===== config.mk =====
export PLATFORM = sky130hd
export DESIGN_NAME = orpsoc_multi_rst_seq
export DESIGN_NICKNAME = d
export VERILOG_FILES = /design/src/rtl/orpsoc_multi_rst_seq.sv
export SDC_FILE = /design/constraint.sdc
export NUM_CORES = 1
export LEC_CHECK = 0
export BUFFER_PORTS_ARGS = -buffer_cell sky130_fd_sc_hd__buf_4
export CAP_MARGIN = 5
export CORE_UTILIZATION = 58
export DETAILED_ROUTE_END_ITERATION = 12
export GPL_TIMING_DRIVEN = 0
export PLACE_DENSITY = 0.77
export SLEW_MARGIN = 25
export SYNTH_ARGS = -nofsm -noshare
export SYNTH_HDL_FRONTEND = slang
export SYNTH_SLANG_ARGS = --single-unit

===== constraint.sdc =====
create_clock -name wb_clk_i -period 2.3 [get_ports wb_clk_i]
set_input_delay 0.115 -clock wb_clk_i [delete_from_list [all_inputs] [get_ports wb_clk_i]]
set_output_delay 0.115 -clock wb_clk_i [all_outputs]
set_load 0.01 [all_outputs]

===== src/rtl/orpsoc_multi_rst_seq.sv =====
// Reset sequencer for the multi-core SoC: holds the fabric in reset, then releases
// cores one at a time, and supports per-core and global software re-reset.

module orpsoc_multi_rst_lane #(
  parameter int CW  = 4,
  parameter int CYC = 8
) (
  input  logic i_clk,
  input  logic i_rst,
  input  logic i_clr,
  input  logic i_rel,
  input  logic i_run,
  input  logic i_req,
  output logic o_rst,
  output logic o_nxt
);
  logic [CW-1:0] r_cnt;
  logic [CW-1:0] w_cnt;
  logic          w_nxt;

  // Priority: global clear, sequencer release, software request, pulse countdown.
  always_comb begin
    w_nxt = o_rst;
    w_cnt = r_cnt;
    if (i_clr) begin
      w_nxt = 1'b1;
      w_cnt = '0;
    end else if (i_rel) begin
      w_nxt = 1'b0;
    end else if (i_run && i_req) begin
      w_nxt = 1'b1;
      w_cnt = CW'(CYC);
    end else if (r_cnt != '0) begin
      w_cnt = r_cnt - 1'b1;
      if (r_cnt == CW'(1)) w_nxt = 1'b0;
    end
  end

  always_ff @(posedge i_clk) begin
    if (i_rst) begin
      o_rst <= 1'b1;
      r_cnt <= '0;
    end else begin
      o_rst <= w_nxt;
      r_cnt <= w_cnt;
    end
  end

  assign o_nxt = w_nxt;
endmodule

module orpsoc_multi_rst_seq #(
  parameter int NUM_CORES       = 2,
  parameter int RST_HOLD        = 50,
  parameter int STAGGER         = 4,
  parameter int CORE_RST_CYCLES = 8,
  localparam int IW = (NUM_CORES > 1) ? $clog2(NUM_CORES) : 1
) (
  input  logic                 wb_clk_i,
  input  logic                 wb_rst_i,
  input  logic                 sys_rst_req_i,
  input  logic [NUM_CORES-1:0] core_rst_req_i,
  output logic                 sys_rst_o,
  output logic [NUM_CORES-1:0] core_rst_o,
  output logic                 busy_o,
  output logic [IW-1:0]        cur_core_o,
  output logic                 all_running_o
);
  localparam int MAX_HS = (RST_HOLD > STAGGER) ? RST_HOLD : STAGGER;
  localparam int MAXV   = (MAX_HS > CORE_RST_CYCLES) ? MAX_HS : CORE_RST_CYCLES;
  localparam int CW     = $clog2(MAXV + 1);

  typedef enum logic [1:0] {S_HOLD, S_STAG, S_RUN} state_t;

  state_t                r_state;
  logic [CW-1:0]         r_cnt;
  logic                  w_rel;
  logic                  w_last;
  logic                  w_run;
  logic                  w_run_nxt;
  logic [NUM_CORES-1:0]  w_rel_vec;
  logic [NUM_CORES-1:0]  w_core_nxt;

  assign w_rel     = (r_state == S_STAG) && (r_cnt == CW'(STAGGER - 1));
  assign w_last    = (cur_core_o == IW'(NUM_CORES - 1));
  assign w_run     = (r_state == S_RUN);
  assign w_run_nxt = w_run || (w_rel && w_last);

  for (genvar k = 0; k < NUM_CORES; k++) begin : g_rel
    assign w_rel_vec[k] = w_rel && (cur_core_o == IW'(k));
  end

  orpsoc_multi_rst_lane #(.CW(CW), .CYC(CORE_RST_CYCLES)) u_lane [NUM_CORES-1:0] (
    .i_clk (wb_clk_i),
    .i_rst (wb_rst_i),
    .i_clr (sys_rst_req_i),
    .i_rel (w_rel_vec),
    .i_run (w_run),
    .i_req (core_rst_req_i),
    .o_rst (core_rst_o),
    .o_nxt (w_core_nxt)
  );

  always_ff @(posedge wb_clk_i) begin
    if (wb_rst_i || sys_rst_req_i) begin
      r_state       <= S_HOLD;
      r_cnt         <= '0;
      cur_core_o    <= '0;
      sys_rst_o     <= 1'b1;
      busy_o        <= 1'b1;
      all_running_o <= 1'b0;
    end else begin
      // Looks at next-cycle core resets so the flag stays aligned with core_rst_o.
      all_running_o <= w_run_nxt && !(|w_core_nxt);
      case (r_state)
        S_HOLD: begin
          if (r_cnt == CW'(RST_HOLD - 1)) begin
            sys_rst_o <= 1'b0;
            r_cnt     <= '0;
            r_state   <= S_STAG;
          end else if (r_cnt != '1) begin
            r_cnt <= r_cnt + 1'b1;
          end
        end
        S_STAG: begin
          if (w_rel) begin
            r_cnt <= '0;
            if (w_last) begin
              r_state <= S_RUN;
              busy_o  <= 1'b0;
            end else begin
              cur_core_o <= cur_core_o + 1'b1;
            end
          end else if (r_cnt != '1) begin
            r_cnt <= r_cnt + 1'b1;
          end
        end
        default: r_cnt <= '0;
      endcase
    end
  end
endmodule


==> results of run 1 <==
[registers in the layout (all words and copies together), names as in the netlist]
signal / count
all_running_o: 1
busy_o: 1
cur_core_o: 1
r_cnt: 6
r_state: 2
sys_rst_o: 1
u_lane.o_rst: 2
u_lane.r_cnt: 12
[report_power, final]
part	switching, mW	leakage (nW)	internal (mW)
Sequential	0.0916	0.211	0.544
Clock	0.129	0.0210	0.0966
Combinational	0.486	0.421	0.397
[final timing paths]
| check | slack, ns | end | start | depth (start not counted) |
|---|---|---|---|---|
| setup / recovery | 0.32 | u_lane[0].r_cnt[3] | r_cnt[0] | 6 |
| hold / removal | 0.09 | all_running_o | core_rst_req_i[1] | 3 |
| setup reg to reg | 0.32 | u_lane[0].r_cnt[3] | r_cnt[0] | 6 |
| hold reg to reg | 0.46 | busy_o | busy_o | 2 |
[area by class of cell]
type / count / area share
Multi-Input combinational cell: 116 / 0.516
Sequential cell: 26 / 0.333
Timing Repair Buffer: 10 / 0.0480
Buffer: 10 / 0.0384
Clock buffer: 4 / 0.0232
Tap cell: 28 / 0.0224
Inverter: 8 / 0.0192
[layout by cell type, fill, tap and decap left out, types with 2 or more instances in the layout]
master and n:
o21ai_1 4, nand3_1 6, clkbuf_1 3, and3b_1 2, or4_1 5, nor3_1 3, nor2_1 12, or4b_1 3
a21oi_1 11, o31ai_1 5, o21ai_0 3, ha_1 8, nand3b_1 3, buf_2 3, a31oi_1 5, buf_4 13
or2_2 2, or3_1 4, xnor2_1 3, nand2_1 8, inv_1 8, nand4_1 5, mux2i_1 2, nor4_1 2
clkbuf_4 3, and3_1 4, dfxtp_1 26, nor3b_1 2
[synth_stat cells, types with 3 or more instances]
cell	instances	area, um2
a31oi_1	5	31.3
buf_4	3	22.5
nand3_1	6	30.0
o21ai_1	4	20.0
and3_1	4	25.0
ha_1	8	100
buf_2	3	15.0
nand3b_1	3	22.5
nor3_1	3	15.0
nor2_1	12	45.0
clkbuf_1	3	11.3
inv_1	8	30.0
or4_1	5	37.5
xnor2_1	3	26.3
nand2_1	8	30.0
nand4_1	5	31.3
o21ai_0	3	15.0
a21oi_1	11	55.1
dfxtp_1	26	521
or4b_1	3	30.0
or3_1	4	25.0
o31ai_1	5	37.5
[tightest hold or removal path, delay by kind of cell]
| family | cells | cell delay (ns) |
|---|---|---|
| buffers and inverters | 1 | 0.11 |
| AOI/OAI and AO/OA | 2 | 0.14 |
[per-stage QoR]
step                      instances  setup WS (ns)  power [mW]  area (um2)
after floorplan                 160          0.587        1.33        1420
after global placement          198          0.414        1.46        1530
after detailed placement        198          0.379        1.51        1530
after CTS                       202          0.345        1.73        1570
after global routing            202          0.181        1.91        1570
final                           202          0.319        1.74        1570
[layer usage]
metal  global-route usage  vias up  share of wire
met5                    0        -              0
met4               0.0991        0         0.0059
met3               0.0298        2          0.025
met2                0.405       18           0.46
met1                0.325      593           0.51
li1                     -      620              -
[logic make-up (layout without fill, tap and decap cells)]
logic type                 count (synthesis)  in the layout  synth area share
and+or+nand+nor                           66             66             0.295
AOI/OAI and AO/OA                         37             37             0.172
DFF                                       26             26             0.367
buffers and inverters                     18             32            0.0635
adders and majority gates                  8              8            0.0705
xor gates and xnor gates                   3              3            0.0185
muxes                                      2              2            0.0141
==> flow_summary.json, run 1 <==
{
  "io_pins": 11,
  "ys_types": 42,
  "synth_cells": 160,
  "crit_arrival_ns": 2.17,
  "max_slew.worst_pin.slew_ns": 0.578,
  "die_w_um": 51.5,
  "status": "finished clean",
  "numCtsBuffers": 3,
  "fillCellCount": 195,
  "cts.sinks": 26,
  "initial_core_util": 0.629,
  "cp_data_required_time_ns": 2.49,
  "grt_setup_unrepaired": "false",
  "clock_path_buffers": 2,
  "track_usage": 0.247,
  "syn_area_um2": 1420,
  "gp_congestion": 0.867,
  "grt_pass1_wl_um": 4860,
  "viasPerCell": 6.10,
  "critPathCaptureType": "flip-flop",
  "fin_crit_sh": 0.862,
  "path_clk_slew_ns": 0.14,
  "die_y_um": 51.5,
  "ys.flop_type": "dfxtp_1",
  "overflow": 0,
  "finalSetupTns_ns": 0,
  "setup_viol": 0,
  "slew_headroom": 0.613,
  "fin_hold_ws_ns": 0.0877,
  "drive_gt1_frac": 0.172,
  "worst-path-buf-inv": 1,
  "multiInputGateArea_um2": 808,
  "syn_avg_cell_area_um2": 8.87,
  "io_buffers": 10,
  "ff_latch_area_um2": 520,
  "crit_chain": "ha_1 > buf_2 > or4b_1 > o21ai_1 > or3_1 > a31oi_1",
  "grt_pass1_vias": 1142,
  "final-max-slew-violation-count": 0,
  "max_freq_mhz": 505,
  "grt_start_max_net_pins": 15,
  "core.rowCount": 17,
  "yosysSeqAreaShare": 0.367,
  "first_pass_iters": 4,
  "final_nets": 188,
  "leakagePower_nw": 0.653,
  "skew_ns": 0.00211,
  "hp-class": "primary input to flip-flop",
  "hold_viol_final": 0,
  "remaining_drc_errors": 0,
  "slowest_stage": "or4b_1",
  "postCtsHoldBufs": 0,
  "path_class": "flip-flop to flip-flop",
  "core_area_um2": 2250,
  "drt-initial-drc-count": 20,
  "hpwlAfterDp_um": 2180,
  "num_vias": 1233,
  "areaGrowthSynthToFinish_pct": 10.3,
  "synth-edff-count": 0,
  "cpLargestDelayFamily": "simple AND/OR/NAND/NOR gates",
  "slowest_delay_ns": 0.53,
  "fin_crit_ns": 1.98,
  "routed_wl_um": 2890,
  "p_per_area_nw_per_um2": 1110,
  "post_cts_buffers": 0,
  "die-area_um2": 2650,
  "detail_route.wl_per_cell_um": 14.3,
  "cts-htree-levels": 1,
  "ant_nets": 0,
  "post-route-util": 0.694,
  "ir_worst_vdd_mv": 0.710,
  "drv_cap": 0,
  "cts_resized": 0,
  "async_reset_ff_frac": 0,
  "cts_root_buf": "clkbuf_4",
  "synth_seq_cells": 26,
  "insertion_delay_ns": 0.31,
  "num_antenna_cells": 0,
  "ys.warnings.count": 0,
  "syn_nets": 173,
  "cts_tree": "yes",
  "start_kind": "flip-flop",
  "cp_max_fo": 9,
  "grt_antenna_before_repair": 0
}
Note: power is estimated with default switching activity, not from simulation.
==> run 2: changes to the inputs <==
--- a/config.mk
+++ b/config.mk
@@ -7,10 +7,11 @@
 export LEC_CHECK = 0
 export BUFFER_PORTS_ARGS = -buffer_cell sky130_fd_sc_hd__buf_4
 export CAP_MARGIN = 5
-export CORE_UTILIZATION = 58
+export CORE_UTILIZATION = 50
 export DETAILED_ROUTE_END_ITERATION = 12
 export GPL_TIMING_DRIVEN = 0
-export PLACE_DENSITY = 0.77
+export PLACE_DENSITY = 0.68
+export SETUP_SLACK_MARGIN = 0.3
 export SLEW_MARGIN = 25
 export SYNTH_ARGS = -nofsm -noshare
 export SYNTH_HDL_FRONTEND = slang
==> run 2 against run 1 <==
Non-clock buffer count is the same. First-iteration DRC count up 150%. Via count increased by 0.32%. Sequential cell count is the same. Combinational power increased by 0.8%. Maximum frequency is 6.9% higher. Critical path depth unchanged. Cell area down 0.48%. Register-to-register slack improved by 0.13 ns. Die area is 15% higher. Count of clock-buffer cells in the layout fell by 1. Worst hold slack barely moved.
==> flow_summary.json, run 2 (same netlist as run 1, synthesis figures left out) <==
{
  "postCtsHoldBufs": 0,
  "critPathCaptureType": "flip-flop",
  "hold_viol_final": 0,
  "final_common_cell": "dfxtp_1",
  "max_freq_mhz": 539,
  "core.rowCount": 18,
  "core_area_um2": 2570,
  "total_power_mw": 1.72,
  "grt_antenna_before_repair": 0,
  "drt-initial-drc-count": 49,
  "hpwlAfterDp_um": 2200,
  "r2r-end": "all_running_o",
  "max_slew.worst_pin.slew_ns": 0.651,
  "status": "finished clean",
  "ant_nets": 0,
  "gp_congestion": 0.766,
  "fillCellCount": 246,
  "viasPerCell": 6.09,
  "die-area_um2": 3050,
  "die_w_um": 55.3,
  "insertion_delay_ns": 0.32,
  "grt_pass1_vias": 1198,
  "cts_tree": "yes",
  "routed_wl_um": 2940,
  "num_antenna_cells": 0,
  "num_vias": 1237,
  "reg2regPathDepth": 6,
  "cts_root_buf": "clkbuf_4",
  "grt_setup_unrepaired": "false",
  "overflow": 0,
  "ir_worst_vdd_mv": 0.987,
  "path_class": "flip-flop to flip-flop",
  "largest_reg_flops": 12,
  "hp-class": "primary input to flip-flop",
  "cts.sinks": 26,
  "highest_layer": "met4",
  "p_per_area_nw_per_um2": 1100,
  "remaining_drc_errors": 0,
  "clock_path_buffers": 2,
  "initial_core_util": 0.553,
  "detail_route.wl_per_cell_um": 14.5,
  "cp_max_fo": 9,
  "final-max-slew-violation-count": 0,
  "start_kind": "flip-flop",
  "finalSetupTns_ns": 0,
  "slew_headroom": 0.565,
  "drive_gt1_frac": 0.173,
  "areaGrowthSynthToFinish_pct": 9.79,
  "r2r_start": "r_cnt[0]",
  "cts-htree-levels": 1,
  "wl_met2_um": 1340,
  "wl_met1_um": 1450,
  "setup_viol": 0,
  "post-route-util": 0.607,
  "top_regs": "u_lane.r_cnt x12, r_cnt x6",
  "layout_common_cells": "dfxtp_1 (26), buf_4 (13), nor2_1 (12), a21oi_1 (11)",
  "regMostFlops": "u_lane.r_cnt",
  "final_nets": 188,
  "track_usage": 0.212,
  "numCtsBuffers": 3,
  "first_pass_iters": 4,
  "io_pins": 11,
  "cp_data_required_time_ns": 2.55,
  "wl_met3_um": 112,
  "die_y_um": 55.3,
  "endpoint": "all_running_o",
  "leakagePower_nw": 0.648,
  "path_clk_slew_ns": 0.14,
  "fin_crit_ns": 1.85,
  "drv_cap": 0,
  "fin_crit_sh": 0.806,
  "grt_start_max_net_pins": 14,
  "io_buffers": 10,
  "grt_pass1_wl_um": 5330,
  "post_cts_buffers": 0,
  "reg2reg_slack_ns": 0.45,
  "skew_ns": 0.00619,
  "crit_path_start": "r_cnt[0]",
  "crit_arrival_ns": 2.11
}
run 2: worst min-delay path by stage:
stage | cells past startpoint | start | endpoint
after global routing | 3 | core_rst_req_i[1] | all_running_o
after floorplan | 2 | core_rst_req_i[1] | all_running_o
after CTS | 3 | core_rst_req_i[1] | all_running_o
after global placement | 3 | core_rst_req_i[1] | all_running_o
after detailed placement | 3 | core_rst_req_i[1] | all_running_o
final | 3 | core_rst_req_i[1] | all_running_o
run 2: per-layer routing:
metal | GRT usage | vias up
met5 | 0 | -
met4 | 0.0821 | 0
met3 | 0.0258 | 6
met2 | 0.349 | 31
met1 | 0.282 | 575
li1 | - | 625
run 2: final cells by class:
type	instances	area (um2)	area share
clock buffers	3	22.5	0.0145
multi-input cells	116	812	0.521
flip-flops and latches	26	520	0.334
plain buffers	10	60.1	0.0386
inverters	8	30.0	0.0193
repair buffers	10	75.1	0.0482
well taps	30	37.5	0.0241
run 2: per-stage QoR:
| step | cell area [um2] | worst slack [ns] | hold slack, ns | instances |
|---|---|---|---|---|
| floorplan | 1420 | 0.587 | 0.280 | 160 |
| global placement | 1530 | 0.476 | 0.425 | 200 |
| detailed placement | 1530 | 0.442 | 0.428 | 200 |
| CTS | 1550 | 0.421 | 0.0763 | 203 |
| global route | 1560 | 0.345 | 0.0857 | 203 |
| finish | 1560 | 0.446 | 0.0874 | 203 |
run 2: worst max-delay path, cell delays in order (launching register included):
cell and delay [ns]:
dfxtp_1 0.42, ha_1 0.16, buf_2 0.18, or4b_1 0.54, nor2_4 0.21, o311ai_1 0.12
a21oi_1 0.15
run 2: repair_timing:
action / in CTS / in global routing
gates resized for setup: 0 / 1
setup endpoints to repair: 0 / 2
hold endpoints to repair: 0 / 0
run 2: where the power goes:
group / internal (mW) / switching, mW / total (mW)
clock: 0.0614 / 0.131 / 0.192
sequential: 0.544 / 0.0946 / 0.639
combinational: 0.399 / 0.490 / 0.889
==> run 3: changes to the inputs <==
==> constraint.sdc (replaced) <==
create_clock -name wb_clk_i -period 1.8 [get_ports wb_clk_i]
set_input_delay 0.09 -clock wb_clk_i [delete_from_list [all_inputs] [get_ports wb_clk_i]]
set_output_delay 0.09 -clock wb_clk_i [all_outputs]
set_load 0.01 [all_outputs]
==> run 3 against run 2 <==
Maximum frequency up 13%. Register-to-register slack worse by 0.28 ns. Total power up 55%. Utilization rose by 14 points. Die area unchanged. Critical endpoint is now u_lane[1].r_cnt[4]. Largest cell class unchanged. Highest routed layer unchanged.
==> flow_summary.json, run 3 (same netlist as run 1, synthesis figures left out) <==
{
  "slew_headroom": 0.447,
  "critPathCaptureType": "flip-flop",
  "cts_tree": "yes",
  "fin_crit_ns": 1.64,
  "track_usage": 0.224,
  "cp_data_required_time_ns": 2.06,
  "final-max-slew-violation-count": 0,
  "gp_congestion": 0.790,
  "post-route-util": 0.748,
  "crit_top_cell": "buf_6",
  "die-area_um2": 3050,
  "final_common_cell": "buf_4",
  "io_buffers": 10,
  "drive_gt1_frac": 0.422,
  "top_regs": "u_lane.r_cnt x12, r_cnt x6",
  "fin_area_um2": 1920,
  "combPwrFrac": 0.531,
  "fin_hold_ws_ns": 0.0465,
  "ir_worst_vdd_mv": 1.31,
  "areaGrowthSynthToFinish_pct": 35.4,
  "multiInputGateArea_um2": 992,
  "cts.sinks": 26,
  "cellInternalPower_mw": 1.63,
  "max_slew.worst_pin.slew_ns": 0.827,
  "first_pass_iters": 4,
  "crit_chain": "ha_4 > buf_6 > and4_4 > buf_6 > or4_4 > a211oi_2",
  "detail_route.wl_per_cell_um": 15.8,
  "path_clk_slew_ns": 0.14,
  "cts-htree-levels": 1,
  "grt_start_max_net_pins": 16,
  "die_y_um": 55.3,
  "cp_max_fo": 7,
  "setup_viol": 0,
  "regMostFlops": "u_lane.r_cnt",
  "ff_latch_area_um2": 536,
  "drt-initial-drc-count": 31,
  "p_per_area_nw_per_um2": 1390,
  "fillCellCount": 190,
  "io_pins": 11,
  "layout_common_cells": "buf_4 (22), dfxtp_1 (16), nor2_1 (11), dfxtp_2 (9)",
  "viasPerCell": 6.06,
  "start_kind": "flip-flop",
  "status": "finished clean",
  "grt_setup_unrepaired": "true",
  "slowest_stage": "or4_4",
  "overflow": 0,
  "cts_root_buf": "clkbuf_4",
  "seqPwrFrac": 0.317,
  "cpLargestDelayFamily": "simple AND/OR/NAND/NOR gates",
  "hp-class": "primary input to flip-flop",
  "crit_arrival_ns": 1.90,
  "max_freq_mhz": 611,
  "core.rowCount": 18,
  "fin_crit_sh": 0.909,
  "path_class": "flip-flop to flip-flop",
  "slowest_delay_ns": 0.42,
  "leakagePower_nw": 0.774,
  "num_vias": 1314,
  "grt_antenna_before_repair": 0,
  "total_power_mw": 2.66,
  "clkPwrFrac": 0.151,
  "insertion_delay_ns": 0.33,
  "switchingPower_mw": 1.03,
  "finalSetupTns_ns": 0,
  "grt_pass1_vias": 1265,
  "ant_nets": 0,
  "numCtsBuffers": 3,
  "remaining_drc_errors": 0,
  "num_antenna_cells": 0,
  "routed_wl_um": 3430,
  "grt_pass1_wl_um": 5470,
  "drv_cap": 0,
  "die_w_um": 55.3,
  "dpl_cell_area_um2": 1570,
  "hold_viol_final": 0,
  "core_area_um2": 2570,
  "clock_path_buffers": 2,
  "final_nets": 201,
  "worst-path-buf-inv": 2,
  "initial_core_util": 0.553,
  "hpwlAfterDp_um": 2190,
  "skew_ns": 0.00400,
  "largest_reg_flops": 12,
  "switching_share": 0.386
}
run 3: cell types whose count changed in the layout (fill, tap and decap cells not counted), moves of 3 or more:
cell,delta
dfxtp_1,-10
a21oi_2,+3
buf_6,+6
inv_1,-3
dfxtp_2,+9
buf_2,-3
a21oi_1,-3
buf_4,+9
run 3: power groups by stage:
stage	logic (mW)	registers, mW	clock network (mW)
floorplan	0.926	0.797	0
global placement	1.08	0.821	0
detailed placement	1.13	0.831	0
CTS	1.27	0.819	0.409
global route	1.57	0.862	0.434
finish	1.41	0.845	0.403
run 3: per-layer routing:
layer,vias to the layer above,track usage,part of all wire,wire (um)
met2,27,0.389,0.50,1700
met5,-,0,0,0
li1,649,-,-,-
met4,0,0.0750,0.012,40
met1,634,0.272,0.46,1580
met3,4,0.0492,0.034,116
run 3: layout make-up:
| cell class | instances | area share |
|---|---|---|
| Multi-Input combinational cell | 117 | 0.517 |
| Sequential cell | 26 | 0.279 |
| Tap cell | 30 | 0.0195 |
| Clock buffer | 3 | 0.0117 |
| Timing Repair Buffer | 22 | 0.0899 |
| Clock inverter | 1 | 0.0156 |
| Inverter | 8 | 0.0169 |
| Buffer | 10 | 0.0508 |
run 3: worst reg2reg max path: cells and delay by family (launching register included):
family	cells	cell delay, ns
compound gates	1	0.21
fa+ha+maj	1	0.15
buf+inv	2	0.23
flops	1	0.38
simple gates	2	0.60
run 3: stage by stage:
| stage | worst slack, ns | instances |
|---|---|---|
| after global routing | 0.0944 | 217 |
| final | 0.163 | 217 |
| after detailed placement | 0.0729 | 200 |
| after CTS | 0.144 | 214 |
| after global placement | 0.119 | 200 |
| after floorplan | 0.230 | 160 |
run 3: final timing paths:
kind	from	to	slack [ns]	cells past startpoint
max	r_cnt[0]	u_lane[1].r_cnt[4]	0.16	6
max reg2reg	r_cnt[0]	u_lane[1].r_cnt[4]	0.16	6
min reg2reg	busy_o	busy_o	0.47	2
min	core_rst_req_i[1]	all_running_o	0.05	3
run 3: what timing repair did:
item | 4_1_cts | 5_1_grt
hold buffers | 0 | 0
cloned | 1 | 0
setup endpoints to repair | 19 | 20
resized for setup | 20 | 30
pin swaps | 11 | 15
hold endpoints to repair | 0 | 0
setup buffers | 9 | 3
